--- src/rtl/ram_port_arbiter.sv ---
// Round-robin arbiter sharing one word RAM between an instruction-fetch port and a load/store port.
// Sub-word stores become a two-cycle read-modify-write when RMW_EN is set.
module ram_port_arbiter #(
   parameter int ADDR_WIDTH = 32,
   parameter bit RMW_EN     = 1'b1
) (
   input  logic                  i_clk,
   input  logic                  i_rst_n,
   input  logic                  i_i_req,
   input  logic [ADDR_WIDTH-1:0] i_i_addr,
   output logic                  o_i_gnt,
   output logic                  o_i_rvalid,
   output logic [31:0]           o_i_rdata,
   input  logic                  i_d_req,
   input  logic                  i_d_we,
   input  logic [3:0]            i_d_be,
   input  logic [ADDR_WIDTH-1:0] i_d_addr,
   input  logic [31:0]           i_d_wdata,
   output logic                  o_d_gnt,
   output logic                  o_d_rvalid,
   output logic [31:0]           o_d_rdata,
   output logic                  o_ram_we,
   output logic [ADDR_WIDTH-1:0] o_ram_addr,
   output logic [31:0]           o_ram_data,
   input  logic [31:0]           i_ram_data
);

   typedef enum logic {IDLE, RMW} state_t;

   localparam logic GRANT_I = 1'b0;
   localparam logic GRANT_D = 1'b1;

   state_t      state_reg;
   logic        last_grant_reg;
   logic        i_rvalid_reg;
   logic [31:0] i_rdata_reg;
   logic        d_rvalid_reg;
   logic [31:0] d_rdata_reg;
   logic [31:0] merge_reg;
   logic [31:0] merge_next;

   logic pick_d;
   logic d_full;
   logic d_partial;
   logic rmw_start;
   logic d_read;

   // Merged word for a partial store: enabled bytes from the requester, the rest from RAM.
   generate
      for (genvar gi = 0; gi < 4; gi++) begin : g_merge
         assign merge_next[8*gi +: 8] = i_d_be[gi] ? i_d_wdata[8*gi +: 8] : i_ram_data[8*gi +: 8];
      end
   endgenerate

   always_comb begin
      pick_d     = i_d_req && (!i_i_req || (last_grant_reg == GRANT_I));
      d_full     = i_d_we && ((i_d_be == 4'hF) || (!RMW_EN && (i_d_be != 4'h0)));
      d_partial  = i_d_we && (i_d_be != 4'h0) && !d_full;
      o_i_gnt    = 1'b0;
      o_d_gnt    = 1'b0;
      o_ram_we   = 1'b0;
      o_ram_addr = '0;
      o_ram_data = 32'h0;
      rmw_start  = 1'b0;
      // Everything is forced quiet while reset is held, so an aborted RMW cannot write.
      if (i_rst_n) begin
         if (state_reg == RMW) begin
            o_ram_addr = i_d_addr;
            o_ram_we   = 1'b1;
            o_ram_data = merge_reg;
            o_d_gnt    = 1'b1;
         end else if (pick_d) begin
            o_ram_addr = i_d_addr;
            if (d_partial) begin
               rmw_start = 1'b1;
            end else begin
               o_d_gnt = 1'b1;
               if (d_full) begin
                  o_ram_we   = 1'b1;
                  o_ram_data = i_d_wdata;
               end
            end
         end else if (i_i_req) begin
            o_ram_addr = i_i_addr;
            o_i_gnt    = 1'b1;
         end
      end
      d_read = o_d_gnt && (state_reg == IDLE) && !i_d_we;
   end

   always_ff @(posedge i_clk or negedge i_rst_n) begin
      if (!i_rst_n) begin
         state_reg      <= IDLE;
         last_grant_reg <= GRANT_I;
         i_rvalid_reg   <= 1'b0;
         i_rdata_reg    <= 32'h0;
         d_rvalid_reg   <= 1'b0;
         d_rdata_reg    <= 32'h0;
         merge_reg      <= 32'h0;
      end else begin
         i_rvalid_reg <= o_i_gnt;
         if (o_i_gnt) i_rdata_reg <= i_ram_data;
         d_rvalid_reg <= d_read;
         if (d_read) d_rdata_reg <= i_ram_data;

         if (o_i_gnt)      last_grant_reg <= GRANT_I;
         else if (o_d_gnt) last_grant_reg <= GRANT_D;

         case (state_reg)
            IDLE: begin
               if (rmw_start) begin
                  merge_reg <= merge_next;
                  state_reg <= RMW;
               end
            end
            RMW:     state_reg <= IDLE;
            default: state_reg <= IDLE;
         endcase
      end
   end

   assign o_i_rvalid = i_rvalid_reg;
   assign o_i_rdata  = i_rdata_reg;
   assign o_d_rvalid = d_rvalid_reg;
   assign o_d_rdata  = d_rdata_reg;

endmodule
--- config.mk ---
export PLATFORM = sky130hd
export DESIGN_NAME = ram_port_arbiter
export DESIGN_NICKNAME = d
export VERILOG_FILES = /design/src/rtl/ram_port_arbiter.sv
export SDC_FILE = /design/constraint.sdc
export NUM_CORES = 1
export LEC_CHECK = 0
export BUFFER_PORTS_ARGS = -buffer_cell sky130_fd_sc_hd__buf_2
export CORE_ASPECT_RATIO = 0.9
export CORE_MARGIN = 10
export CORE_UTILIZATION = 46
export CTS_CLUSTER_SIZE = 8
export DETAILED_ROUTE_END_ITERATION = 10
export GPL_TIMING_DRIVEN = 0
export PLACE_DENSITY_LB_ADDON = 0.05
export SKIP_LAST_GASP = 1
export SYNTH_ARGS = -nofsm -noshare
export SYNTH_HDL_FRONTEND = slang
export SYNTH_SLANG_ARGS = --single-unit
--- constraint.sdc ---
create_clock -name i_clk -period 2.12 [get_ports i_clk]
set_clock_uncertainty 0.15 [all_clocks]
set_input_delay 0 -clock i_clk [delete_from_list [all_inputs] [get_ports i_clk]]
set_output_delay 0 -clock i_clk [all_outputs]
set_load 0.005 [all_outputs]
-- Word-level counts from Yosys, hierarchy flattened
Index checks and enable logic that the tools add are counted.
- register bits after elaboration: 100
- bits of input ports: 137
- output and inout bits: 133
- word-level logic and storage cells: 57
- equal/unequal tests: 1
- multiplexer cells: 34
- bitwise logic cells: 2
- reductions and logical operators: 13
- operators by type and width (operator ; number):
    $mux 32 ; 9
    $mux 8 ; 4
    $mux 1 ; 20
    $logic_and 1x1->1 ; 6
    $eq 4x4->1 const B ; 1
    $reduce_bool 4->1 ; 1
    $logic_not 1->1 ; 3
    $not 1->1 ; 2
    $pmux 1 s2 ; 1
    $reduce_and 2->1 ; 1
    $reduce_bool 2->1 ; 1
    $logic_or 1x1->1 ; 1

-- Logic depth before layout (Yosys ltp)
- depth after elaboration: 10
- mapped depth: 8
- gate-level depth less buffers: 5

-- Worst setup path before layout
No wires, ideal clock.
- path kind: register to register
- start: register state_reg
- end: register d_rdata_reg[0] (netlist: o_d_rdata[0])
- setup time: 0.125 ns
- arrival: 1.500 ns
- required time: 1.845 ns
- path slack: 0.346 ns
- stages on the path, launching flop included: 8
- buffers on the path: 3
- cell sequence: dfrtp_1 > buf_2 > nor2b_1 > nand2_1 > or2_1 > buf_2 > buf_6 > mux2_2
- longest elaborated chain between the ends: 4
- elaborated cells between the ends (all ways): 5
- RTL lines (what ; line ; source):
    from (decl) ; 33 ; state_t state_reg;
    from (signal assigned) ; 93 ; state_reg <= IDLE;
    from (signal assigned) ; 113 ; state_reg <= RMW;
    from (signal assigned) ; 116 ; RMW: state_reg <= IDLE;
    $mux 1 ; 67 ; if (state_reg == RMW) begin
    $mux 1 ; 66 ; if (i_rst_n) begin
    $logic_and 1x1->1 (*) (2 in series) ; 88 ; d_read = o_d_gnt && (state_reg == IDLE) && !i_d_we;
    to (signal assigned) ; 104 ; if (d_read) d_rdata_reg <= i_ram_data;
    to (decl) ; 38 ; logic [31:0] d_rdata_reg;
Mark *: on every way between the ends. The rest lies on a longest branch, timed or not.
A chain may end at the register's enable or synchronous reset.

-- Worst setup path in the final report
- start: register last_grant_reg
- end: output port o_ram_data[5]
- longest elaborated chain between the ends: 6
- RTL lines (what ; line ; source):
    from (decl) ; 34 ; logic last_grant_reg;
    from (signal assigned) ; 94 ; last_grant_reg <= GRANT_I;
    from (signal assigned) ; 106 ; if (o_i_gnt) last_grant_reg <= GRANT_I;
    from (signal assigned) ; 107 ; else if (o_d_gnt) last_grant_reg <= GRANT_D;
    $not 1->1 ; 56 ; pick_d = i_d_req && (!i_i_req || (last_grant_reg == GRANT_I));
    $logic_or 1x1->1 ; 56 ;
    $logic_and 1x1->1 ; 56 ;
    $mux 32 ; 72 ; end else if (pick_d) begin
    $mux 32 ; 67 ;
    $mux 32 ; 66 ;
    to (decl) ; 24 ; output logic [31:0] o_ram_data,
Every way passes these cells.

==> results.json <==
{
  "grt_pass1_vias": 5307,
  "cts-root-buf": "clkbuf_16",
  "peakVddDrop_uv": 388,
  "syn_inst": 438,
  "place_area_mm2": 0.00662,
  "holdWs_ps": 10.9,
  "min_period_over_period_pct": 97.2,
  "tns_ps": 0,
  "vias": 4765,
  "first_pass_iters": 4,
  "die_area_mm2": 0.0157,
  "power_per_cell_area_mw_per_mm2": 785,
  "yosysWarningCount": 0,
  "hold_class": "input pin to register",
  "slew_viol_final": 0,
  "tritoncts": "done",
  "ctsHtreeMaxLevel": 3,
  "status": "finished, final reports clean",
  "gp_congestion": 0.820,
  "utilization_pct": 72.7,
  "seqPwrFrac_pct": 43.9,
  "ys_ff_latch": 100,
  "synth_cell_types": 24,
  "tightest_slew_ps": 594,
  "power_switching_share_pct": 28.0,
  "vias_per_cell": 5.10,
  "grt_max_degree": 61,
  "worstPathArrival_ps": 1910,
  "worstPathMaxFanout": 10,
  "clk_latency_ps": 340,
  "ys_seq_area_share_pct": 49.1,
  "maxCapViolCount": 0,
  "fp.dieH_um": 120,
  "dpl.cell_count": 837,
  "maxClockFrequency_mhz": 485,
  "cts_buffer_depth": 2,
  "finalHoldViolCount": 0,
  "io_pins": 270,
  "slew_headroom_pct": 60.4,
  "synth.area.top_cells": "dfrtp_1, mux2_2, mux2_4, nand2_1, mux2i_1",
  "yosys.area.top_type": "dfrtp_1",
  "area_growth_pct": 54.4,
  "dp_hpwl_um": 13800,
  "r2r_setup_slack_ps": 200,
  "crit_path_end_kind": "output pin",
  "fp.dieW_um": 131,
  "worstPathRequired_ps": 1970,
  "setup_ws_ps": 60.3,
  "synthArstFlopShare_pct": 100,
  "drt_wl_total_um": 18600,
  "antenna_left": 0,
  "grt_pass1_wl_um": 28900,
  "avgSynthCellArea_um2": 11.6,
  "synthTopCellsByCount": "dfrtp_1, nand2_1, mux2_2",
  "synth-edff-count": 0,
  "crit_path_start_kind": "register",
  "rsz0062_at_grt": "true",
  "core_area_mm2": 0.0108,
  "rr_endpoint": "o_d_rdata[5]",
  "p_comb_share_pct": 29.4,
  "path_cells": "a21boi_1 -> o21a_2 -> nand2_1 -> clkbuf_4 -> nor2_1 -> buf_2",
  "whs_path_depth": 3,
  "finalPower_mw": 6.17,
  "nets": 934,
  "reg2reg_from": "state_reg",
  "pre_cts_ws_ps": -385,
  "min_from": "i_d_be[0]",
  "grt_usage_pct": 23.4,
  "syn-cell-area_mm2": 0.00509,
  "wire_per_inst_um": 19.9,
  "cts_sinks": 100,
  "p_int_mw": 4.44,
  "rows": 36,
  "yosysMostFrequentCell": "dfrtp_1",
  "overflow": 0,
  "yosysTopAreaCellShare_pct": 49.1,
  "drc": 0,
  "n_antenna_cell": 0,
  "critical-path-slowest-cell": "dfrtp_1",
  "instances_no_fill": 934,
  "p_switching_mw": 1.73,
  "ys.flop_type": "dfrtp_1",
  "final_area_mm2": 0.00786,
  "drive_gt1_share_pct": 51.9,
  "clk_pin_slew_worst_paths_ps": 70,
  "finalCriticalPeriod_ps": 2060,
  "min_to": "merge_reg[7]",
  "portBuffers": 265,
  "synth_nets": 575,
  "initial_core_util_pct": 47.1,
  "antenna_found_initial": 0,
  "crit_path_max_incr_delay_ps": 380,
  "ff2ff_path_depth": 7,
  "p_leak_nw": 4.12,
  "power.share.clock_pct": 26.7,
  "finalSetupViolations": 0,
  "cts_buffers": 9,
  "crit_type": "register to output pin",
  "drt_iter0_drc": 273
}
## worst max-delay path by stage
stage / start / end / slack, ps
finish: last_grant_reg / o_ram_data[5] / 60
global route: last_grant_reg / o_ram_data[18] / -70
detailed placement: i_rst_n / o_ram_data[5] / -390
floorplan: state_reg / o_d_rdata[0] / 350
CTS: last_grant_reg / o_ram_addr[1] / -10
global placement: i_rst_n / o_ram_data[14] / -1340
## cell usage in the layout, fill, tap and decap left out, types with 2 or more instances in the layout
cell type / count
a22o_1: 32
mux2_2: 67
clkbuf_16: 10
inv_1: 3
clkbuf_1: 5
buf_16: 5
nand2_1: 98
mux2_4: 29
clkinvlp_4: 2
buf_6: 8
dlygate4sd3_1: 75
clkbuf_4: 2
o21a_1: 2
dfrtp_1: 100
nor2_1: 32
buf_4: 7
mux2i_1: 32
clkbuf_2: 3
buf_2: 273
## logic make-up after synthesis
| kind of cell | after synthesis | share of synthesized area [%] |
|---|---|---|
| AO/OA/AOI/OAI | 37 | 6.24 |
| buffers and inverters | 35 | 3.93 |
| AND/OR/NAND/NOR | 138 | 11.1 |
| flip-flops | 100 | 49.1 |
| multiplexers | 128 | 29.6 |
## power by group through the flow
stage | clock network, mW | logic, mW | registers, mW
after floorplan | 0 | 0.851 | 2.72
after global placement | 0 | 1.63 | 2.69
after detailed placement | 0 | 1.66 | 2.72
after CTS | 1.68 | 1.81 | 2.70
after global routing | 1.76 | 1.99 | 2.78
final | 1.65 | 1.81 | 2.71
## cell type report
type                    count  area (um^2)
inverters                   3         11.3
fillers                   794         2950
flip-flops and latches    100         2500
multi-input cells         303         2400
clock inverters             4         50.0
repair buffers            349         2280
clock buffers              11          243
plain buffers              31          210
well taps                 133          166
## worst max-delay path: cells and delay by family (launching register included)
family,cells,cell delay (ps)
compound gates,2,440
buf+inv,2,390
flops,1,380
simple gates,2,360
## timing repair
item / CTS / global route
gates cloned: 0 / 1
buffers inserted: 2 / 0
resized for setup: 15 / 6
hold endpoints to repair: 197 / 70
pin swaps: 2 / 0
hold buffers: 76 / 4
setup endpoints to repair: 73 / 91
## layer usage
metal	share of wire (%)	global-route usage, %	routed length, um	vias up
met5	0	0	0	-
met4	1.8	6.25	329	0
met3	8.1	7.75	1510	24
met2	52	41.7	9770	201
met1	38	26.1	7030	2323
li1	-	-	-	2217
No activity file was read; power rests on OpenSTA's default activity.
